[config.mk]
export PLATFORM = sky130hd
export DESIGN_NAME = edge_pulse_stretcher_flat
export DESIGN_NICKNAME = d
export VERILOG_FILES = /design/src/rtl/edge_pkg.sv /design/src/rtl/edge_pulse_stretcher_if.sv /design/src/rtl/edge_stretch_channel.sv /design/src/rtl/edge_pulse_stretcher.sv /design/src/flat_wrapper.sv
export SDC_FILE = /design/constraint.sdc
export NUM_CORES = 1
export LEC_CHECK = 0
export ABC_AREA = 1
export CAP_MARGIN = 5
export CORE_MARGIN = 2
export CORE_UTILIZATION = 45
export CTS_CLUSTER_SIZE = 25
export DETAILED_ROUTE_END_ITERATION = 8
export GPL_TIMING_DRIVEN = 0
export PLACE_DENSITY_LB_ADDON = 0.15
export SETUP_SLACK_MARGIN = 0.15
export SLEW_MARGIN = 10
export SYNTH_ARGS = -nofsm -noshare
export SYNTH_HDL_FRONTEND = slang
export SYNTH_SLANG_ARGS = --single-unit
[constraint.sdc]
create_clock -name clk -period 1.9 [get_ports clk]
set_input_delay 0.57 -clock clk [delete_from_list [all_inputs] [get_ports clk]]
set_output_delay 0.57 -clock clk [all_outputs]
set_load 0.01 [all_outputs]
[src/rtl/edge_pkg.sv]
// Shared definitions for the edge pulse stretcher: edge-mode encodings and parameter limits.
// Latency: n/a (types, constants and pure functions only).
// Backpressure: none; nothing in this package holds state.
package edge_pkg;

   // Edge select, shared by every channel. Bit 0 enables rising edges, bit 1 enables falling edges.
   typedef enum logic [1:0] {
      MODE_OFF  = 2'b00,
      MODE_RISE = 2'b01,
      MODE_FALL = 2'b10,
      MODE_BOTH = 2'b11
   } mode_t;

   // Deepest synchroniser supported. Zero stages means the input is already in the clk domain.
   localparam int MAX_SYNC_STAGES = 3;

   // Widest channel count supported by one instance.
   localparam int MAX_WIDTH = 32;

   // True when the selected mode accepts the observed edge.
   function automatic logic mode_hit(input mode_t m, input logic rise, input logic fall);
      return (m[0] & rise) | (m[1] & fall);
   endfunction

endpackage

[src/rtl/edge_pulse_stretcher_if.sv]
// Control and status bundle between the edge pulse stretcher and its register/interrupt client.
// Latency: n/a (wiring only).
// Backpressure: none; every output is a level or a pulse and nothing is handshaken.
// Ports:
//   ld_en        sample enable; low freezes edge detection and stretch counters
//   mode         edge select, shared by all channels
//   stretch_len  stretched pulse length in cycles, 0 behaves as 1
//   level_in     raw, possibly asynchronous, level inputs
//   event_clr    per-channel one-cycle sticky clear
//   pulse_out    one-cycle registered edge pulse per channel
//   stretch_out  stretched edge pulse per channel
//   event_sticky latched edge flag per channel
//   any_event    registered OR of event_sticky
interface edge_pulse_stretcher_if
   import edge_pkg::*;
#(
   parameter int WIDTH     = 8,
   parameter int STRETCH_W = 4
);

   logic                 ld_en;
   mode_t                mode;
   logic [STRETCH_W-1:0] stretch_len;
   logic [WIDTH-1:0]     level_in;
   logic [WIDTH-1:0]     event_clr;
   logic [WIDTH-1:0]     pulse_out;
   logic [WIDTH-1:0]     stretch_out;
   logic [WIDTH-1:0]     event_sticky;
   logic                 any_event;

   // Client side: programs the block and consumes its event outputs.
   modport master (
      output ld_en,
      output mode,
      output stretch_len,
      output level_in,
      output event_clr,
      input  pulse_out,
      input  stretch_out,
      input  event_sticky,
      input  any_event
   );

   // Block side.
   modport slave (
      input  ld_en,
      input  mode,
      input  stretch_len,
      input  level_in,
      input  event_clr,
      output pulse_out,
      output stretch_out,
      output event_sticky,
      output any_event
   );

endinterface

[src/rtl/edge_stretch_channel.sv]
// One channel: synchroniser, delay register, edge detect, stretch counter and sticky flag.
// Latency: level change to pulse is SYNC_STAGES+1 cycles with ld_en high and the channel armed.
// Backpressure: none; ld_en low freezes the delay register and counter, the synchroniser keeps running.
// Ports:
//   clk, ares_n, sres   clock, async active-low reset, sync active-high clear
//   ld_en, mode         sample enable and edge select (shared by all channels)
//   stretch_len         stretch length, 0 behaves as 1
//   level, clr          raw level input and sticky clear strobe
//   pulse, stretch      registered one-cycle pulse and registered stretched pulse
//   sticky, sticky_nxt  sticky flag and its next-state value (feeds the top-level OR)
module edge_stretch_channel
   import edge_pkg::*;
#(
   parameter int SYNC_STAGES = 2,
   parameter int STRETCH_W   = 4
) (
   input  logic                 clk,
   input  logic                 ares_n,
   input  logic                 sres,
   input  logic                 ld_en,
   input  mode_t                mode,
   input  logic [STRETCH_W-1:0] stretch_len,
   input  logic                 level,
   input  logic                 clr,
   output logic                 pulse,
   output logic                 stretch,
   output logic                 sticky,
   output logic                 sticky_nxt
);

   logic                 s;        // synchronised level
   logic                 d;        // level seen at the previous enabled sample
   logic                 armed;    // d holds a real sample, so s vs d is meaningful
   logic                 rise;
   logic                 fall;
   logic                 hit;
   logic [STRETCH_W-1:0] load_val;
   logic [STRETCH_W-1:0] cnt;
   logic [STRETCH_W-1:0] cnt_nxt;

   // Synchroniser: free-running so s always reflects the current input,
   // even while ld_en is low.
   generate
      if (SYNC_STAGES == 0) begin : g_nosync
         assign s = level;
      end else begin : g_sync
         logic [SYNC_STAGES-1:0] sync_q;

         always_ff @(posedge clk or negedge ares_n) begin
            if (!ares_n) begin
               sync_q <= '0;
            end else if (sres) begin
               sync_q <= '0;
            end else begin
               sync_q[0] <= level;
               for (int i = 1; i < SYNC_STAGES; i++) begin
                  sync_q[i] <= sync_q[i-1];
               end
            end
         end

         assign s = sync_q[SYNC_STAGES-1];
      end
   endgenerate

   always_comb begin
      rise       = 1'b0;
      fall       = 1'b0;
      hit        = 1'b0;
      load_val   = stretch_len;
      cnt_nxt    = cnt;
      sticky_nxt = 1'b0;

      rise = s & ~d;
      fall = ~s & d;
      // armed gates the first enabled sample after reset: that sample only
      // loads d, so a line already high at reset release never fires.
      hit  = ld_en & armed & mode_hit(mode, rise, fall);

      if (stretch_len == '0) begin
         load_val = STRETCH_W'(1);
      end

      // A new edge reloads the counter outright; retriggers extend, never accumulate.
      if (hit) begin
         cnt_nxt = load_val;
      end else if (ld_en && (cnt != '0)) begin
         cnt_nxt = cnt - STRETCH_W'(1);
      end

      // Set wins over a coincident clear so an edge is never lost.
      sticky_nxt = hit | (sticky & ~clr);
   end

   always_ff @(posedge clk or negedge ares_n) begin
      if (!ares_n) begin
         d       <= 1'b0;
         armed   <= 1'b0;
         pulse   <= 1'b0;
         cnt     <= '0;
         stretch <= 1'b0;
         sticky  <= 1'b0;
      end else if (sres) begin
         d       <= 1'b0;
         armed   <= 1'b0;
         pulse   <= 1'b0;
         cnt     <= '0;
         stretch <= 1'b0;
         sticky  <= 1'b0;
      end else begin
         if (ld_en) begin
            d     <= s;
            armed <= 1'b1;
         end
         pulse   <= hit;
         cnt     <= cnt_nxt;
         // Registered from the next count so stretch rises with pulse and
         // comes straight off a flop.
         stretch <= (cnt_nxt != '0);
         sticky  <= sticky_nxt;
      end
   end

endmodule

[src/rtl/edge_pulse_stretcher.sv]
// Multi-channel edge detector with runtime edge select, programmable pulse stretch and clearable sticky flags.
// Latency: level change to pulse_out/stretch_out/event_sticky is SYNC_STAGES+1 cycles; any_event tracks event_sticky in the same cycle.
// Backpressure: none; ld_en low freezes edge detection and stretch counting but not the synchronisers.
// Ports:
//   clk     single clock, all state on the rising edge
//   ares_n  asynchronous active-low reset (deassertion synchronised upstream)
//   sres    synchronous active-high clear, same effect as reset
//   bus     slave side of edge_pulse_stretcher_if (controls, levels, event outputs)
module edge_pulse_stretcher
   import edge_pkg::*;
#(
   parameter int WIDTH       = 8,
   parameter int SYNC_STAGES = 2,
   parameter int STRETCH_W   = 4
) (
   input logic                    clk,
   input logic                    ares_n,
   input logic                    sres,
   edge_pulse_stretcher_if.slave  bus
);

   // Reject unsupported configurations at elaboration instead of building
   // something silently different.
   generate
      if (WIDTH < 1 || WIDTH > MAX_WIDTH) begin : g_bad_width
         $error("edge_pulse_stretcher: WIDTH must be 1..32");
      end
      if (SYNC_STAGES < 0 || SYNC_STAGES > MAX_SYNC_STAGES) begin : g_bad_sync
         $error("edge_pulse_stretcher: SYNC_STAGES must be 0..3");
      end
      if (STRETCH_W < 1) begin : g_bad_stretch
         $error("edge_pulse_stretcher: STRETCH_W must be at least 1");
      end
   endgenerate

   logic [WIDTH-1:0] pulse_v;
   logic [WIDTH-1:0] stretch_v;
   logic [WIDTH-1:0] sticky_v;
   logic [WIDTH-1:0] sticky_nxt_v;
   logic             any_q;

   generate
      for (genvar i = 0; i < WIDTH; i++) begin : g_ch
         edge_stretch_channel #(
            .SYNC_STAGES (SYNC_STAGES),
            .STRETCH_W   (STRETCH_W)
         ) u_ch (
            .clk         (clk),
            .ares_n      (ares_n),
            .sres        (sres),
            .ld_en       (bus.ld_en),
            .mode        (bus.mode),
            .stretch_len (bus.stretch_len),
            .level       (bus.level_in[i]),
            .clr         (bus.event_clr[i]),
            .pulse       (pulse_v[i]),
            .stretch     (stretch_v[i]),
            .sticky      (sticky_v[i]),
            .sticky_nxt  (sticky_nxt_v[i])
         );
      end
   endgenerate

   // Built from the next-state sticky bits so the summary flag moves in the
   // same cycle as event_sticky rather than one behind.
   always_ff @(posedge clk or negedge ares_n) begin
      if (!ares_n) begin
         any_q <= 1'b0;
      end else if (sres) begin
         any_q <= 1'b0;
      end else begin
         any_q <= |sticky_nxt_v;
      end
   end

   assign bus.pulse_out    = pulse_v;
   assign bus.stretch_out  = stretch_v;
   assign bus.event_sticky = sticky_v;
   assign bus.any_event    = any_q;

endmodule

[src/flat_wrapper.sv]
// flat-port wrapper written by rule: the top's interface ports become plain ports
module edge_pulse_stretcher_flat import edge_pkg::*;
#(
   parameter int WIDTH       = 8,
   parameter int SYNC_STAGES = 2,
   parameter int STRETCH_W   = 4
)
  (clk, ares_n, sres, bus_ld_en, bus_mode, bus_stretch_len, bus_level_in, bus_event_clr, bus_pulse_out, bus_stretch_out, bus_event_sticky, bus_any_event);
  edge_pulse_stretcher_if #(.WIDTH(WIDTH), .STRETCH_W(STRETCH_W)) bus_i ();
  input logic clk;
  input logic ares_n;
  input logic sres;
  input wire logic [$bits(bus_i.ld_en)-1:0] bus_ld_en;
  input wire logic [$bits(bus_i.mode)-1:0] bus_mode;
  input wire logic [$bits(bus_i.stretch_len)-1:0] bus_stretch_len;
  input wire logic [$bits(bus_i.level_in)-1:0] bus_level_in;
  input wire logic [$bits(bus_i.event_clr)-1:0] bus_event_clr;
  output wire logic [$bits(bus_i.pulse_out)-1:0] bus_pulse_out;
  output wire logic [$bits(bus_i.stretch_out)-1:0] bus_stretch_out;
  output wire logic [$bits(bus_i.event_sticky)-1:0] bus_event_sticky;
  output wire logic [$bits(bus_i.any_event)-1:0] bus_any_event;
  assign bus_i.ld_en = bus_ld_en;
  assign bus_i.mode = bus_mode;
  assign bus_i.stretch_len = bus_stretch_len;
  assign bus_i.level_in = bus_level_in;
  assign bus_i.event_clr = bus_event_clr;
  assign bus_pulse_out = bus_i.pulse_out;
  assign bus_stretch_out = bus_i.stretch_out;
  assign bus_event_sticky = bus_i.event_sticky;
  assign bus_any_event = bus_i.any_event;
  edge_pulse_stretcher #(.WIDTH(WIDTH), .SYNC_STAGES(SYNC_STAGES), .STRETCH_W(STRETCH_W)) u_core (.clk(clk), .ares_n(ares_n), .sres(sres), .bus(bus_i));
endmodule
==> reports/summary.md <==
The flow ran to the end, and the final reports show no timing, DRC or antenna violations. The detailed router finished its first iteration with 219 violations. For the total count of hold-check failures in the final report, the log shows 0. The layout has 962 filler cells. The clock reaches the later pin of the worst-skew pair after 0.36 ns. The run gives 37 as the placement row count.

In this run the deepest clock path goes through 2 buffers. From synthesis to final layout, the design area changed by 18.6%. The end of the worst register-to-register path was u_core.g_ch[2].u_ch.stretch. The tools report the final wirelength as 10.8 mm. After Yosys synthesis, XOR and XNOR cells account for 0.751% of the synthesized area. On the worst path, the slowest cell contributes a delay of 0.38 ns. For this configuration, the core starts out at a cell density of 45.8%. Among cell families on the critical path, the largest total delay comes from buffers and inverters.

In this run the worst setup path begins at u_core.g_ch[4].u_ch.sticky. For the number of antenna diodes, the log shows 0. The count of nets left with antenna violations once routing finished came out at 0. Entering global routing, the biggest net connects 63 pins. For the count of TritonRoute iterations in the first routing pass, the log shows 4.

The critical path is of the reg2out type. Of the total synthesized cell area, the portion taken by AND, OR, NAND and NOR gates is 31.7%. Setup violations remaining at the end of the flow were counted as 0. The total congestion overflow is 0.

The run gives 3914 as the total via count after detailed routing. The clock net in this run drives a total of 82 sinks. The netlist uses 29 different library cells. Static timing analysis puts the maximum clock frequency at 0.586 GHz. The synthesized netlist devotes 4.45% of its cell area to compound gates. Counting every net in the synthesized netlist gives 656. The worst hold path belongs to the class in2async. The height of the chip was 106 um; the via count of the first global-routing pass was 3926.

The finished cells cover 5530 um2. The post-synthesis instance total was 622; the die extent in x was 106 um. Mux cell area share after synthesis: 0%. Across the run, the number of max-cap violations was 0. In the routed design, unresolved DRC markers number 0.

In this run the power density over the cells is 1190 nW/um2. Across all register-to-register paths, the minimum setup slack is 0.31 ns. The run gives 21.4% as the total global-route track usage. The synthesized netlist devotes 2.14% of its cell area to adder and majority cells. For this design the top-level I/O count stands at 51. The initial antenna violation count is 0. Area of the placeable core: 10200 um2. The tools report the utilization after layout as 54.3%.

Synthesis inferred 82 register bits. Detailed placement finished with a half-perimeter wire length of 7.69 mm. The worst register-to-register path has a depth of 9. The number of vias per cell was 4.76; the post-synthesis cell area was 4670 um2. For the number of warnings issued by yosys, the log shows 0. The critical path ends at bus_event_sticky[4]. The number of clock buffers added by TritonCTS is 9.

The measured slew at the worst slew-check pin works out to 0.667 ns. Setup repair after global routing left no endpoint under its margin. Master of the slowest instance on the critical path: dfrtp_1.

After layout, the worst path uses 89.8% of the clock period. Data on the critical path is required at its endpoint by 1.33 ns. The die covers 11200 um2. The critical path goes through buf_4, dlygate4sd2_1. The worst max-slew margin expressed relative to the limit is 55.5%. After synthesis, the largest family of logic cells by area is simple AND/OR/NAND/NOR gates. In this run the tool buffered the top-level ports with 46 buffer cells. After detailed routing, the average wire length per cell comes to 13.1 um. Along the worst path, the maximum fanout reaches 2.

Clock-pin slew was measured on the worst setup and hold paths at 0.09 ns. The logs give 3.15 nW for the reported leakage power and 44.0% for the share of synthesized area occupied by flip-flops and latches. TritonCTS built the clock tree.

In this run the critical register-to-register path is launched from u_core.g_ch[2].u_ch.cnt[0]. In the final design database the tool counted 716 nets. The worst path in the final design needs a cycle of 1.71 ns, including I/O delays and setup. The element type at the critical path start is a flop. For the routability-driven placement congestion ratio, the log shows 0.847. The number of levels in the clock H-tree is 3. The post-route netlist has 11.6% of its cells at a drive strength greater than 1. Critical path capture point type: an output pin. Each instance of the synthesized netlist takes up on average 7.50 um2. CTS placed an instance of clkbuf_8 at the clock tree root.

The first global-routing pass estimated 18.9 mm of wire. For the final database, setup skew stands at 0.0111 ns. The path length in cells of the critical path was 2; the largest voltage drop on the vdd net was 0.000490 V. STA puts the critical path data arrival time at 1.14 ns. In this run the cell area measured after placement is 5320 um2.

The number of buffers and inverters on the critical path is 2. The final max-slew violation count came out at 0.
==> registers in the layout, summed over array words and instances (netlist names) <==
| signal | flops |
|---|---|
| u_core.g_ch.u_ch.g_sync.sync_q | 16 |
| u_core.g_ch.u_ch.stretch | 8 |
| u_core.bus.any_event | 1 |
| u_core.g_ch.u_ch.cnt | 32 |
| u_core.g_ch.u_ch.armed | 1 |
| u_core.g_ch.u_ch.d | 8 |
| u_core.g_ch.u_ch.sticky | 8 |
| u_core.g_ch.u_ch.pulse | 8 |
==> placed cells by master (no fill, tap or decap), types with 3 or more instances in the layout <==
cell and n:
clkinv_1 5, o22ai_1 8, buf_2 6, nand2_1 156, nor2_1 60, nand3_4 6, xor2_1 4, nand2_2 3
inv_1 127, nand3_1 59, ha_1 8, o211ai_1 4, o21ai_1 12, buf_4 28, clkdlybuf4s50_1 19, dfrtp_1 82
clkbuf_8 10, dlygate4sd2_1 20, nor2_2 9, buf_1 3, nand3b_1 4, a21oi_1 10, nand4_1 18, clkdlybuf4s15_1 6
==> kinds of logic (layout without fill, tap and decap cells) <==
| family | after synthesis | after routing |
|---|---|---|
| compound gates | 36 | 36 |
| simple gates | 319 | 319 |
| buf+inv | 173 | 238 |
| flops | 82 | 82 |
| fa+ha+maj | 8 | 8 |
| xor+xnor | 4 | 4 |
==> worst register-to-register path, delay by kind of cell, from the launching register on <==
kind	cells	cell delay [ns]
AND/OR/NAND/NOR	6	0.69
adder cells (fa/ha/maj)	1	0.20
buffers and inverters	2	0.20
flip-flops	1	0.39
==> area by class of cell <==
class                           count  area (um2)  area share [%]
Buffer                             38         275            4.97
Sequential cell                    82        2050            37.1
Multi-Input combinational cell    367        1820            32.9
Clock buffer                       11         141            2.55
Timing Repair Buffer               49         475            8.59
Inverter                          135         519            9.38
Tap cell                          136         170            3.07
Clock inverter                      5        77.6            1.40
==> cell usage after synthesis, drive strengths merged <==
cell | number | share of area, %
ha | 8 | 2.1
a21oi | 10 | 1.1
o211ai | 4 | 0.64
o22ai | 8 | 1.1
nand3 | 67 | 9.0
inv | 130 | 11
nand2 | 160 | 13
clkbuf | 1 | 0.080
dfrtp | 82 | 44
o21ai | 14 | 1.7
xor2 | 4 | 0.75
nand4 | 18 | 2.4
buf | 37 | 5.8
nand3b | 4 | 0.64
clkinv | 5 | 0.40
nor2 | 70 | 6.3
==> where the power goes <==
| part | internal, mW | switching [mW] |
|---|---|---|
| registers | 2.12 | 0.228 |
| clock network | 0.772 | 0.634 |
| logic | 1.16 | 1.67 |
| total | 4.05 | 2.54 |
==> per-stage QoR <==
step                      power, mW  setup WS (ns)  hold WS, ns  TNS, ns  cells
after CTS                      6.62          0.147       0.0885        0    822
after global placement         5.14          -2.73        0.437  -229.81    804
after floorplan                4.52          0.426        0.274        0    622
final                          6.59          0.193       0.0862        0    823
after detailed placement       5.26         -0.514        0.443    -6.65    805
after global routing           7.19          0.155        0.101        0    823
==> routing by layer <==
metal	vias to the layer above	part of all wire [%]	GRT usage (%)
met1	1793	44	27.8
li1	1995	-	-
met3	25	5.6	3.90
met5	-	0	0
met4	0	2.8	8.93
met2	101	47	35.2
==> worst min-delay path by stage <==
stage / end / slack [ns] / cells past startpoint
4_1_cts: u_core.bus.any_event / 0.09 / 1
5_1_grt: u_core.g_ch[4].u_ch.g_sync.sync_q[0] / 0.10 / 1
3_5_place_dp: u_core.g_ch[7].u_ch.g_sync.sync_q[1] / 0.44 / 2
2_1_floorplan: u_core.bus.any_event / 0.27 / 0
6_report: u_core.bus.any_event / 0.09 / 1
3_3_place_gp: u_core.g_ch[0].u_ch.g_sync.sync_q[1] / 0.44 / 2
==> timing repair <==
item / 4_1_cts / 5_1_grt
gates cloned: 0 / 0
endpoints found under the setup margin: 41 / 12
setup buffers: 1 / 1
resized for setup: 27 / 6
hold buffers: 0 / 0
Power figures use the tool's default switching activity.
